## config.mk

```make
export PLATFORM = sky130hd
export DESIGN_NAME = wb_line_narrower_flat
export DESIGN_NICKNAME = d
export VERILOG_FILES = /design/src/rtl/wb_line_narrower_if.sv /design/src/rtl/wb_line_narrower.sv /design/src/flat_wrapper.sv
export SDC_FILE = /design/constraint.sdc
export NUM_CORES = 1
export LEC_CHECK = 0
export ABC_AREA = 1
export CORE_MARGIN = 2
export CORE_UTILIZATION = 50
export DETAILED_ROUTE_END_ITERATION = 7
export PLACE_DENSITY = 0.81
export SETUP_SLACK_MARGIN = 0.15
export SYNTH_ARGS = -nofsm -noshare
export SYNTH_HDL_FRONTEND = slang
export SYNTH_SLANG_ARGS = --single-unit
export TNS_END_PERCENT = 10
```

## constraint.sdc

```tcl
create_clock -name clk -period 8 [get_ports clk]
set_clock_uncertainty 0.2 [all_clocks]
set_input_delay 1.6 -clock clk [delete_from_list [all_inputs] [get_ports clk]]
set_output_delay 1.6 -clock clk [all_outputs]
set_load 0.01 [all_outputs]
```

## src/rtl/wb_line_narrower_if.sv

```systemverilog
// Classic Wishbone bus bundle with master/slave views; widths set per instance so the
// same definition serves both the line-wide and the narrow memory side.
interface wb_line_narrower_if #(
    parameter int unsigned DATA_WIDTH = 32,
    parameter int unsigned ADDR_WIDTH = 32,
    parameter int unsigned SEL_WIDTH  = 4
) ();
    logic [ADDR_WIDTH-1:0] adr;
    logic [DATA_WIDTH-1:0] dat_w;  // master -> slave
    logic [DATA_WIDTH-1:0] dat_r;  // slave -> master
    logic                  we;
    logic [SEL_WIDTH-1:0]  sel;
    logic                  stb;
    logic                  cyc;
    logic                  ack;
    logic                  err;
    logic                  rty;

    modport master (
        output adr, dat_w, we, sel, stb, cyc,
        input  dat_r, ack, err, rty
    );

    modport slave (
        input  adr, dat_w, we, sel, stb, cyc,
        output dat_r, ack, err, rty
    );
endinterface

```

## src/rtl/wb_line_narrower.sv

```systemverilog
// Splits one line-wide Wishbone request into ascending narrow single beats, skipping
// beats with an all-zero byte-select slice, and returns a single ack/err on the line side.
module wb_line_narrower #(
    parameter int unsigned LINE_WIDTH       = 128,
    parameter int unsigned NARROW_WIDTH     = 32,
    parameter int unsigned ADDR_WIDTH       = 32,
    parameter int unsigned ADDR_GRANULARITY = 8
) (
    input  logic               clk,
    input  logic               rst,
    wb_line_narrower_if.slave  wbs,
    wb_line_narrower_if.master wbm
);
    localparam int unsigned Beats     = LINE_WIDTH / NARROW_WIDTH;
    localparam int unsigned BeatW     = $clog2(Beats);
    localparam int unsigned LineSel   = LINE_WIDTH / ADDR_GRANULARITY;
    localparam int unsigned NarrowSel = NARROW_WIDTH / ADDR_GRANULARITY;

    typedef enum logic [1:0] {StIdle, StBeat, StResp} state_e;

    state_e                  state_q, state_d;
    logic [ADDR_WIDTH-1:0]   base_q, base_d;
    logic [LINE_WIDTH-1:0]   dat_q, dat_d;
    logic [LineSel-1:0]      sel_q, sel_d;
    logic                    we_q, we_d;
    logic [BeatW-1:0]        beat_q, beat_d;
    logic [LINE_WIDTH-1:0]   asm_q, asm_d;
    logic [ADDR_WIDTH-1:0]   madr_q, madr_d;
    logic [NarrowSel-1:0]    msel_q, msel_d;
    logic [NARROW_WIDTH-1:0] mdat_q, mdat_d;
    logic                    mwe_q, mwe_d;
    logic                    mstb_q, mstb_d;
    logic                    ack_q, ack_d;
    logic                    err_q, err_d;

    logic                    load, drop;
    logic [BeatW:0]          hit;
    logic [ADDR_WIDTH-1:0]   src_base;
    logic [LINE_WIDTH-1:0]   src_dat;
    logic [LineSel-1:0]      src_sel;
    logic                    src_we;

    // Lowest beat index >= from whose select slice is nonzero; MSB flags a hit.
    function automatic logic [BeatW:0] find_beat(input logic [LineSel-1:0] sel,
                                                 input int unsigned from);
        logic [BeatW:0] res;
        res = '0;
        for (int b = int'(Beats) - 1; b >= 0; b--) begin
            if (b >= int'(from) && |sel[b*NarrowSel +: NarrowSel]) begin
                res = {1'b1, BeatW'(b)};
            end
        end
        return res;
    endfunction

    always_comb begin
        state_d  = state_q;
        base_d   = base_q;
        dat_d    = dat_q;
        sel_d    = sel_q;
        we_d     = we_q;
        beat_d   = beat_q;
        asm_d    = asm_q;
        madr_d   = madr_q;
        msel_d   = msel_q;
        mdat_d   = mdat_q;
        mwe_d    = mwe_q;
        mstb_d   = mstb_q;
        ack_d    = 1'b0;
        err_d    = 1'b0;
        load     = 1'b0;
        drop     = 1'b0;
        hit      = '0;
        src_base = base_q;
        src_dat  = dat_q;
        src_sel  = sel_q;
        src_we   = we_q;

        unique case (state_q)
            StIdle: begin
                if (wbs.cyc && wbs.stb) begin
                    base_d   = wbs.adr & ~ADDR_WIDTH'(LineSel - 1);
                    dat_d    = wbs.dat_w;
                    sel_d    = wbs.sel;
                    we_d     = wbs.we;
                    asm_d    = '0;
                    src_base = base_d;
                    src_dat  = wbs.dat_w;
                    src_sel  = wbs.sel;
                    src_we   = wbs.we;
                    hit      = find_beat(wbs.sel, 0);
                    if (hit[BeatW]) begin
                        state_d = StBeat;
                        load    = 1'b1;
                    end else begin
                        state_d = StResp;
                        ack_d   = 1'b1;
                    end
                end
            end
            StBeat: begin
                if (!wbs.cyc) begin
                    state_d = StIdle;
                    drop    = 1'b1;
                end else if (wbm.err) begin
                    state_d = StResp;
                    err_d   = 1'b1;
                    drop    = 1'b1;
                end else if (wbm.ack) begin
                    if (!we_q) begin
                        asm_d[beat_q*NARROW_WIDTH +: NARROW_WIDTH] = wbm.dat_r;
                    end
                    hit = find_beat(sel_q, 32'(beat_q) + 32'd1);
                    if (hit[BeatW]) begin
                        load = 1'b1;
                    end else begin
                        state_d = StResp;
                        ack_d   = 1'b1;
                        drop    = 1'b1;
                    end
                end
            end
            StResp: state_d = StIdle;
            default: state_d = StIdle;
        endcase

        if (load) begin
            beat_d = hit[BeatW-1:0];
            madr_d = src_base + ADDR_WIDTH'(beat_d) * ADDR_WIDTH'(NarrowSel);
            msel_d = src_sel[beat_d*NarrowSel +: NarrowSel];
            mdat_d = src_dat[beat_d*NARROW_WIDTH +: NARROW_WIDTH];
            mwe_d  = src_we;
            mstb_d = 1'b1;
        end else if (drop) begin
            madr_d = '0;
            msel_d = '0;
            mdat_d = '0;
            mwe_d  = 1'b0;
            mstb_d = 1'b0;
        end
    end

    always_ff @(posedge clk) begin
        if (rst) begin
            state_q <= StIdle;
            base_q  <= '0;
            dat_q   <= '0;
            sel_q   <= '0;
            we_q    <= 1'b0;
            beat_q  <= '0;
            asm_q   <= '0;
            madr_q  <= '0;
            msel_q  <= '0;
            mdat_q  <= '0;
            mwe_q   <= 1'b0;
            mstb_q  <= 1'b0;
            ack_q   <= 1'b0;
            err_q   <= 1'b0;
        end else begin
            state_q <= state_d;
            base_q  <= base_d;
            dat_q   <= dat_d;
            sel_q   <= sel_d;
            we_q    <= we_d;
            beat_q  <= beat_d;
            asm_q   <= asm_d;
            madr_q  <= madr_d;
            msel_q  <= msel_d;
            mdat_q  <= mdat_d;
            mwe_q   <= mwe_d;
            mstb_q  <= mstb_d;
            ack_q   <= ack_d;
            err_q   <= err_d;
        end
    end

    assign wbs.dat_r = asm_q;
    assign wbs.ack   = ack_q;
    assign wbs.err   = err_q;
    assign wbs.rty   = 1'b0;

    assign wbm.adr   = madr_q;
    assign wbm.sel   = msel_q;
    assign wbm.dat_w = mdat_q;
    assign wbm.we    = mwe_q;
    assign wbm.stb   = mstb_q;
    assign wbm.cyc   = mstb_q;

    // The narrow bus never retries.
    logic unused_rty;
    assign unused_rty = wbm.rty;
endmodule

```

## src/flat_wrapper.sv

```systemverilog
// flat-port wrapper written by rule: the top's interface ports become plain ports
module wb_line_narrower_flat 
#(
    parameter int unsigned LINE_WIDTH       = 128,
    parameter int unsigned NARROW_WIDTH     = 32,
    parameter int unsigned ADDR_WIDTH       = 32,
    parameter int unsigned ADDR_GRANULARITY = 8
)
  (clk, rst, wbs_adr, wbs_dat_w, wbs_we, wbs_sel, wbs_stb, wbs_cyc, wbs_dat_r, wbs_ack, wbs_err, wbs_rty, wbm_adr, wbm_dat_w, wbm_we, wbm_sel, wbm_stb, wbm_cyc, wbm_dat_r, wbm_ack, wbm_err, wbm_rty);
  wb_line_narrower_if #(.DATA_WIDTH(128), .ADDR_WIDTH(ADDR_WIDTH), .SEL_WIDTH(16)) wbs_i ();
  wb_line_narrower_if #(.DATA_WIDTH(32), .ADDR_WIDTH(ADDR_WIDTH), .SEL_WIDTH(4)) wbm_i ();
  input  logic clk;
  input  logic rst;
  input wire logic [$bits(wbs_i.adr)-1:0] wbs_adr;
  input wire logic [$bits(wbs_i.dat_w)-1:0] wbs_dat_w;
  input wire logic [$bits(wbs_i.we)-1:0] wbs_we;
  input wire logic [$bits(wbs_i.sel)-1:0] wbs_sel;
  input wire logic [$bits(wbs_i.stb)-1:0] wbs_stb;
  input wire logic [$bits(wbs_i.cyc)-1:0] wbs_cyc;
  output wire logic [$bits(wbs_i.dat_r)-1:0] wbs_dat_r;
  output wire logic [$bits(wbs_i.ack)-1:0] wbs_ack;
  output wire logic [$bits(wbs_i.err)-1:0] wbs_err;
  output wire logic [$bits(wbs_i.rty)-1:0] wbs_rty;
  output wire logic [$bits(wbm_i.adr)-1:0] wbm_adr;
  output wire logic [$bits(wbm_i.dat_w)-1:0] wbm_dat_w;
  output wire logic [$bits(wbm_i.we)-1:0] wbm_we;
  output wire logic [$bits(wbm_i.sel)-1:0] wbm_sel;
  output wire logic [$bits(wbm_i.stb)-1:0] wbm_stb;
  output wire logic [$bits(wbm_i.cyc)-1:0] wbm_cyc;
  input wire logic [$bits(wbm_i.dat_r)-1:0] wbm_dat_r;
  input wire logic [$bits(wbm_i.ack)-1:0] wbm_ack;
  input wire logic [$bits(wbm_i.err)-1:0] wbm_err;
  input wire logic [$bits(wbm_i.rty)-1:0] wbm_rty;
  assign wbs_i.adr = wbs_adr;
  assign wbs_i.dat_w = wbs_dat_w;
  assign wbs_i.we = wbs_we;
  assign wbs_i.sel = wbs_sel;
  assign wbs_i.stb = wbs_stb;
  assign wbs_i.cyc = wbs_cyc;
  assign wbs_dat_r = wbs_i.dat_r;
  assign wbs_ack = wbs_i.ack;
  assign wbs_err = wbs_i.err;
  assign wbs_rty = wbs_i.rty;
  assign wbm_adr = wbm_i.adr;
  assign wbm_dat_w = wbm_i.dat_w;
  assign wbm_we = wbm_i.we;
  assign wbm_sel = wbm_i.sel;
  assign wbm_stb = wbm_i.stb;
  assign wbm_cyc = wbm_i.cyc;
  assign wbm_i.dat_r = wbm_dat_r;
  assign wbm_i.ack = wbm_ack;
  assign wbm_i.err = wbm_err;
  assign wbm_i.rty = wbm_rty;
  wb_line_narrower #(.LINE_WIDTH(LINE_WIDTH), .NARROW_WIDTH(NARROW_WIDTH), .ADDR_WIDTH(ADDR_WIDTH), .ADDR_GRANULARITY(ADDR_GRANULARITY)) u_core (.clk(clk), .rst(rst), .wbs(wbs_i), .wbm(wbm_i));
endmodule
```

==> impl_metrics.env <==
export IMPL_synth_most_common_cell="nand2_1"
export IMPL_ys_ff_latch=381
export IMPL_slew_headroom_pct=19.72
export IMPL_syn_nets=2480
export IMPL_drive_gt1_share_pct=5.223
export IMPL_first_global_vias=15830
export IMPL_core_sq_um=32700
export IMPL_synth_edf_count=0
export IMPL_hold_path_class="register to register"
export IMPL_synth_fa_ha_area_share_pct=0.6464
export IMPL_drv_cap=0
export IMPL_ant_nets=0
export IMPL_cts_clk_slew_worst_paths_ps=60
export IMPL_dp_hpwl_mm=37.07
export IMPL_rsz0062_at_grt="no"
export IMPL_p_leak_nw=9.499
export IMPL_die_area_sq_um=34770
export IMPL_portBuffers=411
export IMPL_cts_buffer_depth=3
export IMPL_cts_tree="built"
export IMPL_async_flop_share_pct=0
export IMPL_wl_mm=54.29
export IMPL_finalSetupViolCount=0
export IMPL_synth_top_cell_area_share_pct=45.82
export IMPL_yosys_top_cells_count="nand2_1 (614), dfxtp_1 (381), nor2_1 (256)"
export IMPL_via_per_inst=5.385
export IMPL_syn_inst=2256
export IMPL_timing_fmax_mhz=176.3
export IMPL_route_detailed_drc=0
export IMPL_synthDistinctLibCells=35
export IMPL_synth_largest_area_cell="dfxtp_1"
export IMPL_cts_root_buffer_cell="clkbuf_16"
export IMPL_fin_crit_sh_pct=70.89
export IMPL_fin_ws_ps=2329
export IMPL_dr_pass1_iters=5
export IMPL_whs_endpoint="u_core.wbs.dat_r[50]$_SDFFE_PP0P_"
export IMPL_worstPathMaxFanout=84
export IMPL_ys_warn_count=0
export IMPL_worstMarginPinSlew_ps=1201
export IMPL_synth_top_family_by_area="simple AND/OR/NAND/NOR gates"
export IMPL_crit_chain="clkdlybuf4s50_1 -> nand2_1 -> inv_2 -> nand2_8 -> nor2_1 -> o21ai_1 -> buf_4 -> nand2_2 -> buf_4 -> inv_2 -> nand2_1 -> nand3_1 -> nand3_1 -> nand2_1 -> inv_1"
export IMPL_avgSynthCellArea_sq_um=7.379
export IMPL_dp_slack_ps=1881
export IMPL_vias=16470
export IMPL_fin_crit_ps=5671
export IMPL_syn_cell_area_sq_um=16650
export IMPL_placed_cell_area_sq_um=20820
export IMPL_cts_made_buffers=40
export IMPL_synth_top_flop_cell="dfxtp_1"
export IMPL_drt_iter0_markers=1185
export IMPL_reg2regPathDepth=13
export IMPL_yosys_top_cells_area="dfxtp_1 (46%), nand2_1 (14%), mux2i_1 (7.0%)"
export IMPL_htreeDepth=2
export IMPL_wl_per_cell_um=17.75
export IMPL_clock_latency_ps=530
export IMPL_holdPathStages=2
export IMPL_tns_ps=0
export IMPL_synth_simple_area_share_pct=30.56
export IMPL_cp_data_arrival_time_ps=5940
export IMPL_cts_resized=0
export IMPL_start_util_pct=50.91
export IMPL_yosysSeqAreaShare_pct=45.82
export IMPL_min_delay_start="u_core.wbs.dat_r[50]$_SDFFE_PP0P_"
export IMPL_utilization_pct=67.45
export IMPL_crit_path_end_kind="register"
export IMPL_rows=66
export IMPL_cp_startpoint="wbs_cyc"
export IMPL_vdd_drop_max_mv=0.1805
export IMPL_critPathMostFrequentCell="nand2_1"
export IMPL_grt_use_total_pct=30.00
export IMPL_gp_congestion=0.8910
export IMPL_area_delta_synth_final_pct=32.51
export IMPL_drv_slew=0
export IMPL_post_cts_setup_buffers=0
export IMPL_grt_overflow_total=0
export IMPL_rr_startpoint="u_core.state_q[1]$_SDFFE_PP0P_"
export IMPL_rrSetupSlack_ps=3460
export IMPL_grt_pass1_wl_mm=84.49
export IMPL_cp_required_ps=8270
export IMPL_cts_hold_buf=0
export IMPL_synth_xor_area_share_pct=0
export IMPL_final_nets=2804
export IMPL_worstSetupPathType="input pin to register"
export IMPL_start_kind="input pin"
export IMPL_final_area_sq_um=22060
export IMPL_die_w_um=186.5
export IMPL_hold_violations=0
export IMPL_power_mw=4.311
export IMPL_status="finished, final reports clean"
export IMPL_synthMuxAreaShare_pct=6.975
export IMPL_synth_compound_area_share_pct=8.606
export IMPL_power_density_nw_per_um2=195.4
export IMPL_slowest_delay_ps=700
export IMPL_antenna_found_initial=15
export IMPL_reg2reg_to="u_core.wbm.dat_w[26]$_SDFFE_PP0P_"
export IMPL_crit_slowest_cell="buf_4"
export IMPL_ios=418
export IMPL_grt_max_degree=118
export IMPL_die_height_um=186.5
export IMPL_cts_sinks=381
## routing by layer
| layer | vias to the layer above | wire length (um) | track usage, % |
|---|---|---|---|
| met4 | 4 | 2920 | 16.67 |
| met2 | 699 | 25900 | 51.16 |
| met5 | - | 30 | 0 |
| met3 | 154 | 4042 | 5.774 |
| li1 | 7925 | - | - |
| met1 | 7686 | 21390 | 35.58 |
## critical path: cells and delay by family
family	cells	cell delay [ps]
AND/OR/NAND/NOR	8	1480
buffers and inverters	6	2690
AO/OA/AOI/OAI	1	90
## how the worst max path moves through the flow
stage                                                   end  cells after the start  slack [ps]
after CTS                 u_core.wbm.dat_w[26]$_SDFFE_PP0P_                     15        2430
after global placement    u_core.wbm.dat_w[26]$_SDFFE_PP0P_                     15        1970
after global routing        u_core.wbm.adr[20]$_SDFFE_PP0P_                     20        2060
final                     u_core.wbm.dat_w[26]$_SDFFE_PP0P_                     15        2330
after floorplan             u_core.wbm.adr[20]$_SDFFE_PP0P_                     20        3760
after detailed placement  u_core.wbm.dat_w[26]$_SDFFE_PP0P_                     15        1880
## registers in the layout, indices dropped and copies added (netlist names)
register / flops
u_core.base_q: 32
u_core.beat_q: 2
u_core.dat_q: 128
u_core.sel_q: 16
u_core.state_q: 2
u_core.wbm.adr: 32
u_core.wbm.cyc: 1
u_core.wbm.dat_w: 32
u_core.wbm.sel: 4
u_core.wbm.we: 1
u_core.wbs.ack: 1
u_core.wbs.dat_r: 128
u_core.wbs.err: 1
u_core.we_q: 1
## stage by stage
| stage | hold WS [ps] | std cells |
|---|---|---|
| global placement | 228.4 | 2980 |
| detailed placement | 238.6 | 2980 |
| global route | 256.8 | 3057 |
| floorplan | 221.5 | 2256 |
| CTS | 247.5 | 3046 |
| finish | 245.7 | 3058 |
## cell usage in the layout, fill, tap and decap left out, types with 9 or more instances in the layout
cell	count
inv_2	10
nor2_2	9
dfxtp_1	380
buf_4	17
diode_2	12
o211a_1	12
a21oi_1	164
clkbuf_16	40
clkbuf_1	9
nand3_1	209
clkdlybuf4s50_1	410
nor2_1	256
inv_1	136
o21ai_0	73
nand3b_1	42
or2_2	24
nand2_1	613
nand4_1	18
mux2i_1	116
## power by group
part	internal, mW	total, mW	switching, mW
Clock	0.993	1.73	0.742
Combinational	0.255	0.569	0.314
Sequential	1.98	2.01	0.0325
Total	3.22	4.31	1.09
## cells by family after synthesis
kind of cell    count (synthesis)
simple gates                 1191
mux                           116
other cells                     1
buf+inv                       292
fa+ha+maj                       8
flops                         381
compound gates                267
## cell type report
class	instances	area, sq um
fill	2705	10640
clock buffer	57	1145
clock inverter	9	63.81
timing repair buffer	428	4247
tap	442	553.0
inverter	146	548.0
sequential	381	7629
antenna	12	30.03
multi-input combinational	1583	7844
No activity file was read; power rests on OpenSTA's default activity.
